===== config.mk =====
export PLATFORM = sky130hd
export DESIGN_NAME = pulse_xy_meas_flat
export DESIGN_NICKNAME = d
export VERILOG_FILES = /design/src/rtl/pulse_xy_meas_if.sv /design/src/rtl/pulse_xy_meas.sv /design/src/flat_wrapper.sv
export SDC_FILE = /design/constraint.sdc
export NUM_CORES = 1
export LEC_CHECK = 0
export CORE_MARGIN = 1
export CORE_UTILIZATION = 35
export DETAILED_ROUTE_END_ITERATION = 8
export PLACE_DENSITY = 0.58
export RECOVER_POWER = 100
export SYNTH_ARGS = -nofsm -noshare
export SYNTH_HDL_FRONTEND = slang
export SYNTH_SLANG_ARGS = --single-unit
export TNS_END_PERCENT = 10

===== constraint.sdc =====
create_clock -name sysclk -period 2 [get_ports sysclk]
set_clock_uncertainty 0.05 [all_clocks]
set_input_delay 0.4 -clock sysclk [delete_from_list [all_inputs] [get_ports sysclk]]
set_output_delay 0.4 -clock sysclk [all_outputs]
set_load 0.01 [all_outputs]

===== src/rtl/pulse_xy_meas_if.sv =====
// Result bus of pulse_xy_meas: measurement fields plus the valid strobe and loss flag.
interface pulse_xy_meas_if #(
    parameter int CW = 16
);
    logic [CW-1:0] Period_X;
    logic [CW-1:0] High_X;
    logic [CW-1:0] High_Y;
    logic [CW-1:0] Phase_XY;
    logic          Y_Miss;
    logic          Meas_Valid;
    logic          Lost;

    modport master (
        output Period_X, High_X, High_Y, Phase_XY, Y_Miss, Meas_Valid, Lost
    );

    modport slave (
        input Period_X, High_X, High_Y, Phase_XY, Y_Miss, Meas_Valid, Lost
    );
endinterface


===== src/rtl/pulse_xy_meas.sv =====
// Measures period, X/Y high times and X-to-Y phase of the Pulse_X/Pulse_Y pair once per X period.
// Optional glitch filter on both inputs: define PULSE_GLITCH_FILTER_EN.
module pulse_xy_meas #(
    parameter int CW      = 16,
    parameter int TIMEOUT = 50000
) (
    input  logic             sysclk,
    input  logic             reset,
    input  logic             Pulse_X,
    input  logic             Pulse_Y,
    pulse_xy_meas_if.master  meas
);
    typedef enum logic [1:0] {IDLE, ARM, MEAS} state_t;

    // cnt_p is compared one step early so Lost lands on the edge where it reaches TIMEOUT-1
    localparam logic [CW-1:0] TO_LIM = CW'(TIMEOUT - 2);

    state_t        state;
    logic          x_s1, x_s2, x_d;
    logic          y_s1, y_s2, y_d;
    logic          x_lvl, y_lvl;
    logic          x_rise, y_rise;
    logic [CW-1:0] cnt_p, cnt_hx, cnt_hy, cnt_ph;
    logic          phase_done;

    function automatic logic [CW-1:0] sat_add(input logic [CW-1:0] v, input logic inc);
        return (v == '1) ? v : v + CW'(inc);
    endfunction

`ifdef PULSE_GLITCH_FILTER_EN
    logic [1:0] x_stab, y_stab;
    logic       x_filt, y_filt;

    // Level follows s2 only after three consecutive disagreeing samples.
    always_ff @(posedge sysclk) begin
        if (reset) begin
            x_stab <= '0;
            y_stab <= '0;
            x_filt <= 1'b0;
            y_filt <= 1'b0;
        end else begin
            if (x_s2 != x_filt) begin
                if (x_stab == 2'd2) begin
                    x_filt <= x_s2;
                    x_stab <= '0;
                end else begin
                    x_stab <= x_stab + 2'd1;
                end
            end else begin
                x_stab <= '0;
            end
            if (y_s2 != y_filt) begin
                if (y_stab == 2'd2) begin
                    y_filt <= y_s2;
                    y_stab <= '0;
                end else begin
                    y_stab <= y_stab + 2'd1;
                end
            end else begin
                y_stab <= '0;
            end
        end
    end

    always_comb begin
        x_lvl = x_filt;
        y_lvl = y_filt;
    end
`else
    always_comb begin
        x_lvl = x_s2;
        y_lvl = y_s2;
    end
`endif

    always_comb begin
        x_rise = x_lvl & ~x_d;
        y_rise = y_lvl & ~y_d;
    end

    always_ff @(posedge sysclk) begin
        if (reset) begin
            x_s1            <= 1'b0;
            x_s2            <= 1'b0;
            x_d             <= 1'b0;
            y_s1            <= 1'b0;
            y_s2            <= 1'b0;
            y_d             <= 1'b0;
            state           <= IDLE;
            cnt_p           <= '0;
            cnt_hx          <= '0;
            cnt_hy          <= '0;
            cnt_ph          <= '0;
            phase_done      <= 1'b0;
            meas.Period_X   <= '0;
            meas.High_X     <= '0;
            meas.High_Y     <= '0;
            meas.Phase_XY   <= '0;
            meas.Y_Miss     <= 1'b0;
            meas.Meas_Valid <= 1'b0;
            meas.Lost       <= 1'b0;
        end else begin
            x_s1            <= Pulse_X;
            x_s2            <= x_s1;
            x_d             <= x_lvl;
            y_s1            <= Pulse_Y;
            y_s2            <= y_s1;
            y_d             <= y_lvl;
            meas.Meas_Valid <= 1'b0;

            if (x_rise) begin
                // The first edge out of IDLE only opens a period; later edges close one.
                if (state != IDLE) begin
                    meas.Period_X   <= sat_add(cnt_p, 1'b1);
                    meas.High_X     <= cnt_hx;
                    meas.High_Y     <= cnt_hy;
                    meas.Phase_XY   <= phase_done ? cnt_ph : '1;
                    meas.Y_Miss     <= ~phase_done;
                    meas.Meas_Valid <= 1'b1;
                    meas.Lost       <= 1'b0;
                end
                state      <= (state == IDLE) ? ARM : MEAS;
                cnt_p      <= '0;
                cnt_hx     <= CW'(1);
                cnt_hy     <= CW'(y_lvl);
                cnt_ph     <= '0;
                phase_done <= y_rise;
            end else if (state != IDLE) begin
                if (cnt_p == TO_LIM) begin
                    meas.Lost <= 1'b1;
                    state     <= IDLE;
                end else begin
                    cnt_p      <= sat_add(cnt_p, 1'b1);
                    cnt_hx     <= sat_add(cnt_hx, x_lvl);
                    cnt_hy     <= sat_add(cnt_hy, y_lvl);
                    cnt_ph     <= phase_done ? cnt_ph : sat_add(cnt_ph, 1'b1);
                    phase_done <= phase_done | y_rise;
                end
            end
        end
    end
endmodule


===== src/flat_wrapper.sv =====
// flat-port wrapper written by rule: the top's interface ports become plain ports
module pulse_xy_meas_flat 
#(
    parameter int CW      = 16,
    parameter int TIMEOUT = 50000
)
  (sysclk, reset, Pulse_X, Pulse_Y, meas_Period_X, meas_High_X, meas_High_Y, meas_Phase_XY, meas_Y_Miss, meas_Meas_Valid, meas_Lost);
  pulse_xy_meas_if #(.CW(CW)) meas_i ();
  input  logic sysclk;
  input  logic reset;
  input  logic Pulse_X;
  input  logic Pulse_Y;
  output wire logic [$bits(meas_i.Period_X)-1:0] meas_Period_X;
  output wire logic [$bits(meas_i.High_X)-1:0] meas_High_X;
  output wire logic [$bits(meas_i.High_Y)-1:0] meas_High_Y;
  output wire logic [$bits(meas_i.Phase_XY)-1:0] meas_Phase_XY;
  output wire logic [$bits(meas_i.Y_Miss)-1:0] meas_Y_Miss;
  output wire logic [$bits(meas_i.Meas_Valid)-1:0] meas_Meas_Valid;
  output wire logic [$bits(meas_i.Lost)-1:0] meas_Lost;
  assign meas_Period_X = meas_i.Period_X;
  assign meas_High_X = meas_i.High_X;
  assign meas_High_Y = meas_i.High_Y;
  assign meas_Phase_XY = meas_i.Phase_XY;
  assign meas_Y_Miss = meas_i.Y_Miss;
  assign meas_Meas_Valid = meas_i.Meas_Valid;
  assign meas_Lost = meas_i.Lost;
  pulse_xy_meas #(.CW(CW), .TIMEOUT(TIMEOUT)) u_core (.sysclk(sysclk), .reset(reset), .Pulse_X(Pulse_X), .Pulse_Y(Pulse_Y), .meas(meas_i));
endmodule

After elaboration in Yosys (flattened, before gate mapping). Index checks and enable logic that the tools add are counted.

Output and inout port bits: 67. Logic and storage cells: 82. Input bits: 4. Register bits: 140.

Bitwise logic cells: 11. Reduce and logical (&&, ||, !) cells: 16. Eq/ne operators: 8. Add/sub/neg operators: 4. Multiplexer cells: 22.

Operator list (number): equality test 16 bit (second input constant) (5); adder 16 x 1 -> 16 bit (2); adder 16 x 1 -> 16 bit (second input constant) (2); two-way mux 16 bit (2); two-way mux 1 bit (16); AND reduction 3 bit (4); AND reduction 2 bit (5); two-way mux 2 bit (4); NOT 1 bit (8); != test 2 x 1 -> 1 bit (second input constant) (3); nonzero test 2 bit (3); AND reduction 4 bit (1); OR reduction 2 bit (2); AND 1 bit (2); logical NOT 2 bit (1); OR 1 bit (1).

Longest topological paths before layout. Gate-level depths: netlist of the first run.

Depth in word-level cells: 6. Depth in mapped cells: 9. Depth with buffers taken out: 7.

Least setup slack after synthesis of the first run. No wires, ideal clock.

Kind: reg-to-reg. Start: register u_core.cnt_p[0]. End: register u_core.cnt_ph[11]. Required time: 1.822 ns. Cell stages (with the launch flop): 10. Period minus slack after synthesis: 1.980 ns. Library setup time: 0.128 ns. Buffers on the path: 2. Path slack: 0.020 ns. Arrival: 1.802 ns. Path through: dfxtp_1 > inv_1 > ha_1 > nor4b_2 > a41oi_1 > buf_2 > buf_2 > o211ai_1 > xnor2_1 > nor2_1.

Cells in the longest elaborated chain, start to end: 3.

RTL lines: from (decl) (line pulse_xy_meas.sv:23) `logic [CW-1:0] cnt_p, cnt_hx, cnt_hy, cnt_ph;`; from (signal assigned) (line pulse_xy_meas.sv:133) `cnt_p <= sat_add(cnt_p, 1'b1);`; equality test 16 bit (line pulse_xy_meas.sv:129) `if (cnt_p == TO_LIM) begin`; NOT 1 bit (no source line); AND reduction 4 bit (no source line); to (signal assigned) (line pulse_xy_meas.sv:136) `cnt_ph <= phase_done ? cnt_ph : sat_add(cnt_ph, 1'b1);`; to (decl) (line pulse_xy_meas.sv:23).

Every way passes these cells. A chain may end at the register's enable or synchronous reset.

Final worst setup path of the first run.
Start: register u_core.cnt_p[0]. End: register u_core.cnt_ph[10].

Same word-level chain as after synthesis.

==> metrics.yaml, run 1 <==
placed_design:
  hpwl_um: 10400
  placed_area_um2: 7320
  routabilityCongestion: 0.858
  port_buffers: 70
min_path:
  min_to: "u_core.y_lvl"
  min_from: "u_core.y_s1"
  min_path_cells: 1
  hold_class: "register to register"
power:
  power_frac_comb_pct: 4.0
  power.switching_mw: 1.36
  power_mw: 6.11
  p_per_area_nw_per_um2: 763
  power_leakage_nw: 2.93
  p_sw_share_pct: 22.3
  p_clk_share_pct: 49.8
  ir_drop_v: 0.000597
  internal_power_mw: 4.75
  p_seq_share_pct: 46.2
routing:
  drt_iter0_markers: 363
  vias: 5257
  wl_per_cell_um: 15.1
  drc_errors: 0
  viasPerCell: 5.22
  wl_um: 15200
  drt-pass1-iter-count: 5
  antenna_left: 0
die:
  die-area_um2: 17600
  num_rows: 47
  die_h_um: 133
  pin_count: 71
  die-width_um: 133
  coreArea_um2: 16600
  initial_utilization_pct: 35.9
grt:
  antenna_found_initial: 0
  grt_max_degree: 52
  grt_usage_pct: 17.9
  grt_pass1_vias: 5128
  gr-total-overflow: 0
  grt_first_pass_wirelength_um: 25300
critical_path:
  crit_path_end_kind: "register"
  cp.arrival_ns: 2.26
  crit_path_max_fanout: 22
  reg2regPathDepth: 8
  worstSetupPathType: "register to register"
  cp_data_required_time_ns: 2.27
  setup.worst_path.start_class: "register"
  timing.rr.end: "u_core.cnt_ph[10]"
  r2r_slack_ns: 0.008
  r2r_start: "u_core.cnt_p[0]"
logic_synthesis:
  ys_seq_area_share_pct: 47.0
  synth_edf_count: 0
  avgSynthCellArea_um2: 9.05
  ys_types: 56
  synth_area_leaders: "dfxtp_1, nand2_1, a22o_1"
  async_flop_share_pct: 0
  syn_area_um2: 5970
  ys_warn_count: 0
  synth_top_area_share_pct: 47.0
  yosysTopAreaCell: "dfxtp_1"
  netlist_instances: 659
  ys.flop_type: "dfxtp_1"
  syn_nets: 670
  ys_ff_latch: 140
layout:
  drive_above_1_share_pct: 17.3
  nets: 787
  fin_area_um2: 8010
  fillers: 1574
  post-route-util_pct: 48.1
  mostFrequentLayoutCells: "dfxtp_1, nand2_1, clkdlybuf4s50_1, buf_4, nor2_1"
  syn_to_final_growth_pct: 34.2
  n_antenna_cell: 0
  layout_commonest_cell: "dfxtp_1"
timing:
  fmax_mhz: 502
  setup_violations: 0
  maxSlewHeadroom_pct: 62.1
  tightest_slew_ns: 0.563
  period_share_pct: 99.6
  period_needed_ns: 1.99
  fin_hold_ws_ns: 0.384
  rsz0062_at_grt: "yes"
  slew_violations: 0
  hold_violations: 0
clock_tree:
  clock_path_buffers: 2
  clock-root-buffer: "clkbuf_16"
  clock-sinks: 140
  cts_buffers: 17
  tritoncts: "yes"
  clock_latency_ns: 0.42
  clkSlewWorstSetupHoldPaths_ns: 0.06
  htree_levels: 4
run:
  drv_cap: 0
run_status:
  status: "complete, no violations"
[per-layer routing]
layer	global-route usage [%]	share of wire, %	vias to the layer above
li1	-	-	2606
met1	22.8	48	2507
met2	29.5	46	125
met3	3.68	4.0	19
met4	7.41	1.6	0
met5	0	0	-
[flip-flops by register name (all words and copies together), names as in the netlist, 2 cells and up]
register,count
u_core.cnt_hx,16
u_core.cnt_hy,16
u_core.cnt_p,16
u_core.cnt_ph,16
u_core.meas.High_X,16
u_core.meas.High_Y,16
u_core.meas.Period_X,16
u_core.meas.Phase_XY,16
u_core.state,2
[cell usage after synthesis (3+ instances only)]
cell / n
a21oi_1: 15
a22o_1: 31
a31oi_1: 5
and3_1: 8
and4_1: 6
buf_1: 4
buf_2: 9
buf_6: 3
clkbuf_1: 24
dfxtp_1: 140
ha_1: 7
inv_1: 9
nand2_1: 77
nand2b_1: 4
nand3_1: 24
nand4_1: 21
nor2_1: 62
nor2b_1: 8
nor3_1: 17
nor4_1: 12
nor4_2: 8
o2111ai_1: 4
o211ai_1: 10
o21ai_0: 46
o21ai_1: 3
o31ai_1: 3
or2_2: 3
or3_1: 9
xnor2_1: 31
xor2_1: 20
[cell type report]
cell class                 count  area [um2]  area share, %
multi-input combinational    469        3060           38.3
sequential                   140        2810           35.0
timing repair buffer         139        1260           15.8
clock buffer                  19         443           5.53
clock inverter                12         124           1.55
tap                          220         275           3.44
inverter                       9        33.8          0.422
[kinds of logic (layout without fill, tap and decap cells)]
kind of cell | Yosys count | count (layout) | synth area share (%)
multiplexers | 2 | 2 | 0.336
buffers and inverters | 50 | 179 | 3.77
XOR/XNOR | 51 | 51 | 7.49
adder cells (fa/ha/maj) | 7 | 7 | 1.47
flip-flops | 140 | 140 | 47.0
AO/OA/AOI/OAI | 132 | 132 | 15.2
AND/OR/NAND/NOR | 277 | 277 | 24.8
[power by group through the flow]
stage               Sequential, mW  Clock, mW  Combinational (mW)
detailed placement            2.88          0               0.236
finish                        2.83       3.04               0.245
global route                  2.83       3.22               0.267
CTS                           2.82       3.11               0.239
floorplan                     2.89          0               0.126
global placement              2.88          0               0.230
[worst max-delay path by stage]
stage,start,end,depth (start not counted),slack (ns)
final,u_core.cnt_p[0],u_core.cnt_ph[10],8,0.008
after global routing,u_core.cnt_p[0],u_core.cnt_ph[10],8,-0.08
after CTS,u_core.cnt_p[0],u_core.cnt_p[5],8,-0.02
after detailed placement,u_core.cnt_p[0],u_core.cnt_ph[10],8,-0.09
after global placement,reset,u_core.meas.Period_X[6],6,-0.002
after floorplan,u_core.cnt_p[0],u_core.cnt_ph[11],9,0.02
[critical path, cell delays in order, from the launching register on]
cell and delay, ns:
dfxtp_2 0.32, inv_2 0.06, ha_2 0.16, nor4b_4 0.33, a41o_4 0.34, buf_12 0.19, nor3_2 0.07, buf_4 0.16
a41o_1 0.21
[repair_timing]
item / 4_1_cts / 5_1_grt
setup endpoints to repair: 17 / 40
resized for setup: 6 / 18
buffers inserted: 0 / 0
hold buffers: 0 / 0
pin swaps: 0 / 1
[per-stage QoR]
step | setup WS [ns] | setup TNS (ns) | instances
final | 0.00815 | 0 | 1008
after global routing | -0.0837 | -0.170 | 1008
after CTS | -0.0201 | -0.0201 | 1008
after detailed placement | -0.0886 | -0.593 | 977
after global placement | -0.00249 | -0.00369 | 977
after floorplan | 0.0202 | 0 | 659
No activity file was read; power rests on OpenSTA's default activity.
==> run 2: changes to the inputs <==
Settings changed: CAP_MARGIN set to 40.
==> results of run 2 <==
Same layout as run 1: the final DEF is identical, and so are final timing and power.
==> run 3: changes to the inputs <==
Settings changed: CORE_ASPECT_RATIO set to 0.9, MAX_ROUTING_LAYER set to met4.
==> run 3 against run 2 <==
Against the previous run:
- wire length grew 2.9%
- largest cell class unchanged
- critical path type unchanged
- clock power grew 13%
- sequential power is essentially flat
==> metrics.yaml, run 3 (same netlist as run 1, synthesis figures left out) <==
timing:
  maxSlewHeadroom_pct: 55.9  # -6.2 points
  fin_hold_ws_ns: 0.385  # +0.00155 ns
  fmax_mhz: 501  # -0.13%
  period_share_pct: 99.7  # +0.13 points
  rsz0062_at_grt: "yes"
  setup_violations: 0  # unchanged
  tightest_slew_ns: 0.656  # +0.0926 ns
  slew_violations: 0  # unchanged
  hold_violations: 0  # unchanged
  period_needed_ns: 1.99  # +0.00253 ns
routing:
  antenna_left: 0  # unchanged
  viasPerCell: 5.22  # +0.16%
  drt-pass1-iter-count: 5  # unchanged
  top_layer_used: "met4"
  drc_errors: 0  # unchanged
  wl_met3_um: 591  # -2.2%
  vias: 5229  # -0.53%
  wl_met1_um: 7490  # +1.6%
  route.met2.wl_um: 7460  # +6.4%
  wl_per_cell_um: 15.7  # +3.6%
  drt_iter0_markers: 407  # +12%
  wl_um: 15700  # +2.9%
power:
  p_per_area_nw_per_um2: 798  # +4.6%
  power_leakage_nw: 3.25  # +11%
  ir_drop_v: 0.000665  # +11%
  power_mw: 6.52  # +6.6%
layout:
  nets: 792  # +0.64%
  stdcell_count: 1001  # -0.69%
  fin_area_um2: 8160  # +1.9%
  n_antenna_cell: 0  # unchanged
  mostFrequentLayoutCells: "dfxtp_1, nand2_1, dlygate4sd3_1, buf_4, nor2_1"
  syn_to_final_growth_pct: 36.8
  layout_commonest_cell: "dfxtp_1"
  drive_above_1_share_pct: 17.9  # +0.63 points
  fillers: 1539  # -2.2%
clock_tree:
  htree_levels: 4  # unchanged
  clock-root-buffer: "clkbuf_16"
  clock_latency_ns: 0.42  # about the same
  cts_buffers: 17  # unchanged
  clkSlewWorstSetupHoldPaths_ns: 0.06  # about the same
  tritoncts: "yes"
  clock_path_buffers: 2  # unchanged
  clock-sinks: 140  # unchanged
critical_path:
  setup.worst_path.start_class: "register"
  crit_chain: "and4bb_2, a41o_4, buf_6, or4b_4, xor2_1, nor2_1"
  cp.arrival_ns: 2.25  # about the same
  cpPeakStageDelay_ns: 0.48  # +0.14 ns
  cp_data_required_time_ns: 2.25  # -0.02 ns
  critical_path_depth: 6  # -2
  reg2regPathDepth: 6  # -2
  cpMaxStageDelayCell: "or4b_4"
  worstSetupPathType: "register to register"
  crit_path_max_fanout: 6  # -73%
  crit_buf_inv: 1  # -2
  cp_top_family: "simple AND/OR/NAND/NOR gates"
  crit_path_end_kind: "register"
die:
  num_rows: 44  # -6.4%
  coreArea_um2: 16400  # -1.4%
  initial_utilization_pct: 36.4  # +0.52 points
  die-width_um: 140  # +5.3%
  die_h_um: 126  # -5.1%
  die-area_um2: 17600  # about the same
  pin_count: 71  # unchanged
placed_design:
  hpwl_um: 10900  # +4.4%
  dp.cells: 968  # -0.92%
  placed_area_um2: 7360  # +0.53%
  routabilityCongestion: 0.869  # +1.3%
  port_buffers: 70  # unchanged
grt:
  antenna_found_initial: 0  # unchanged
  grt_first_pass_wirelength_um: 26400  # +4.5%
  grt_pass1_vias: 5224  # +1.9%
  grt_usage_pct: 19.3  # +1.4 points
  grt_max_degree: 46  # -12%
  gr-total-overflow: 0  # unchanged
min_path:
  hold_class: "register to register"
  min_path_cells: 1  # unchanged
run_status:
  status: "complete, no violations"
run:
  drv_cap: 0  # unchanged
## run 3: changes by cell type in the layout (fill, tap and decap cells not counted), sizes merged
| cell | delta |
|---|---|
| buf | +4 |
| bufinv | +2 |
| clkbuf | +4 |
| clkdlybuf4s50 | -65 |
| clkinv | -3 |
| clkinvlp | -2 |
| dlygate4sd3 | +65 |
| inv | +1 |
## run 3: routing by layer
layer	vias up	GRT usage [%]
met3	8	3.54
met5	-	-
li1	2620	-
met4	0	5.88
met1	2495	25.1
met2	106	30.6
## run 3: timing repair
| item | CTS | global route |
|---|---|---|
| gates cloned | 0 | 1 |
| gates resized for setup | 3 | 24 |
| hold buffers | 0 | 0 |
| endpoints found under the setup margin | 15 | 38 |
| pin swaps | 0 | 4 |
| buffers inserted | 0 | 0 |
## run 3: cell type report
class                      count  area [um2]  share of cell area (%)
multi-input combinational    469        3060                    37.5
sequential                   140        2810                    34.4
timing repair buffer         144        1350                    16.5
clock buffer                  22         494                    6.06
tap                          207         259                    3.17
clock inverter                10         159                    1.95
inverter                       9        33.8                   0.414
## run 3: power breakdown
part | leakage (nW) | switching, mW | internal (mW) | total, mW
clock | 0.319 | 1.19 | 2.25 | 3.44
combinational | 1.81 | 0.152 | 0.100 | 0.252
sequential | 1.13 | 0.0144 | 2.81 | 2.82
total | 3.25 | 1.35 | 5.16 | 6.52
## run 3: final timing paths
check	startpoint	slack, ns	end
min	u_core.x_s1	0.39	u_core.x_lvl
min reg2reg	u_core.x_s1	0.39	u_core.x_lvl
max	u_core.cnt_p[10]	0.006	u_core.cnt_p[10]
max reg2reg	u_core.cnt_p[10]	0.006	u_core.cnt_p[10]
## run 3: stage by stage
step                      TNS (ns)  setup WS (ns)  utilization [%]
after floorplan                  0         0.0202                -
after global placement      -0.334         -0.117             44.9
after detailed placement     -1.05         -0.223             44.9
after CTS                 -0.00267       -0.00267             49.0
after global routing        -0.288        -0.0606             49.7
final                            0        0.00562             49.7
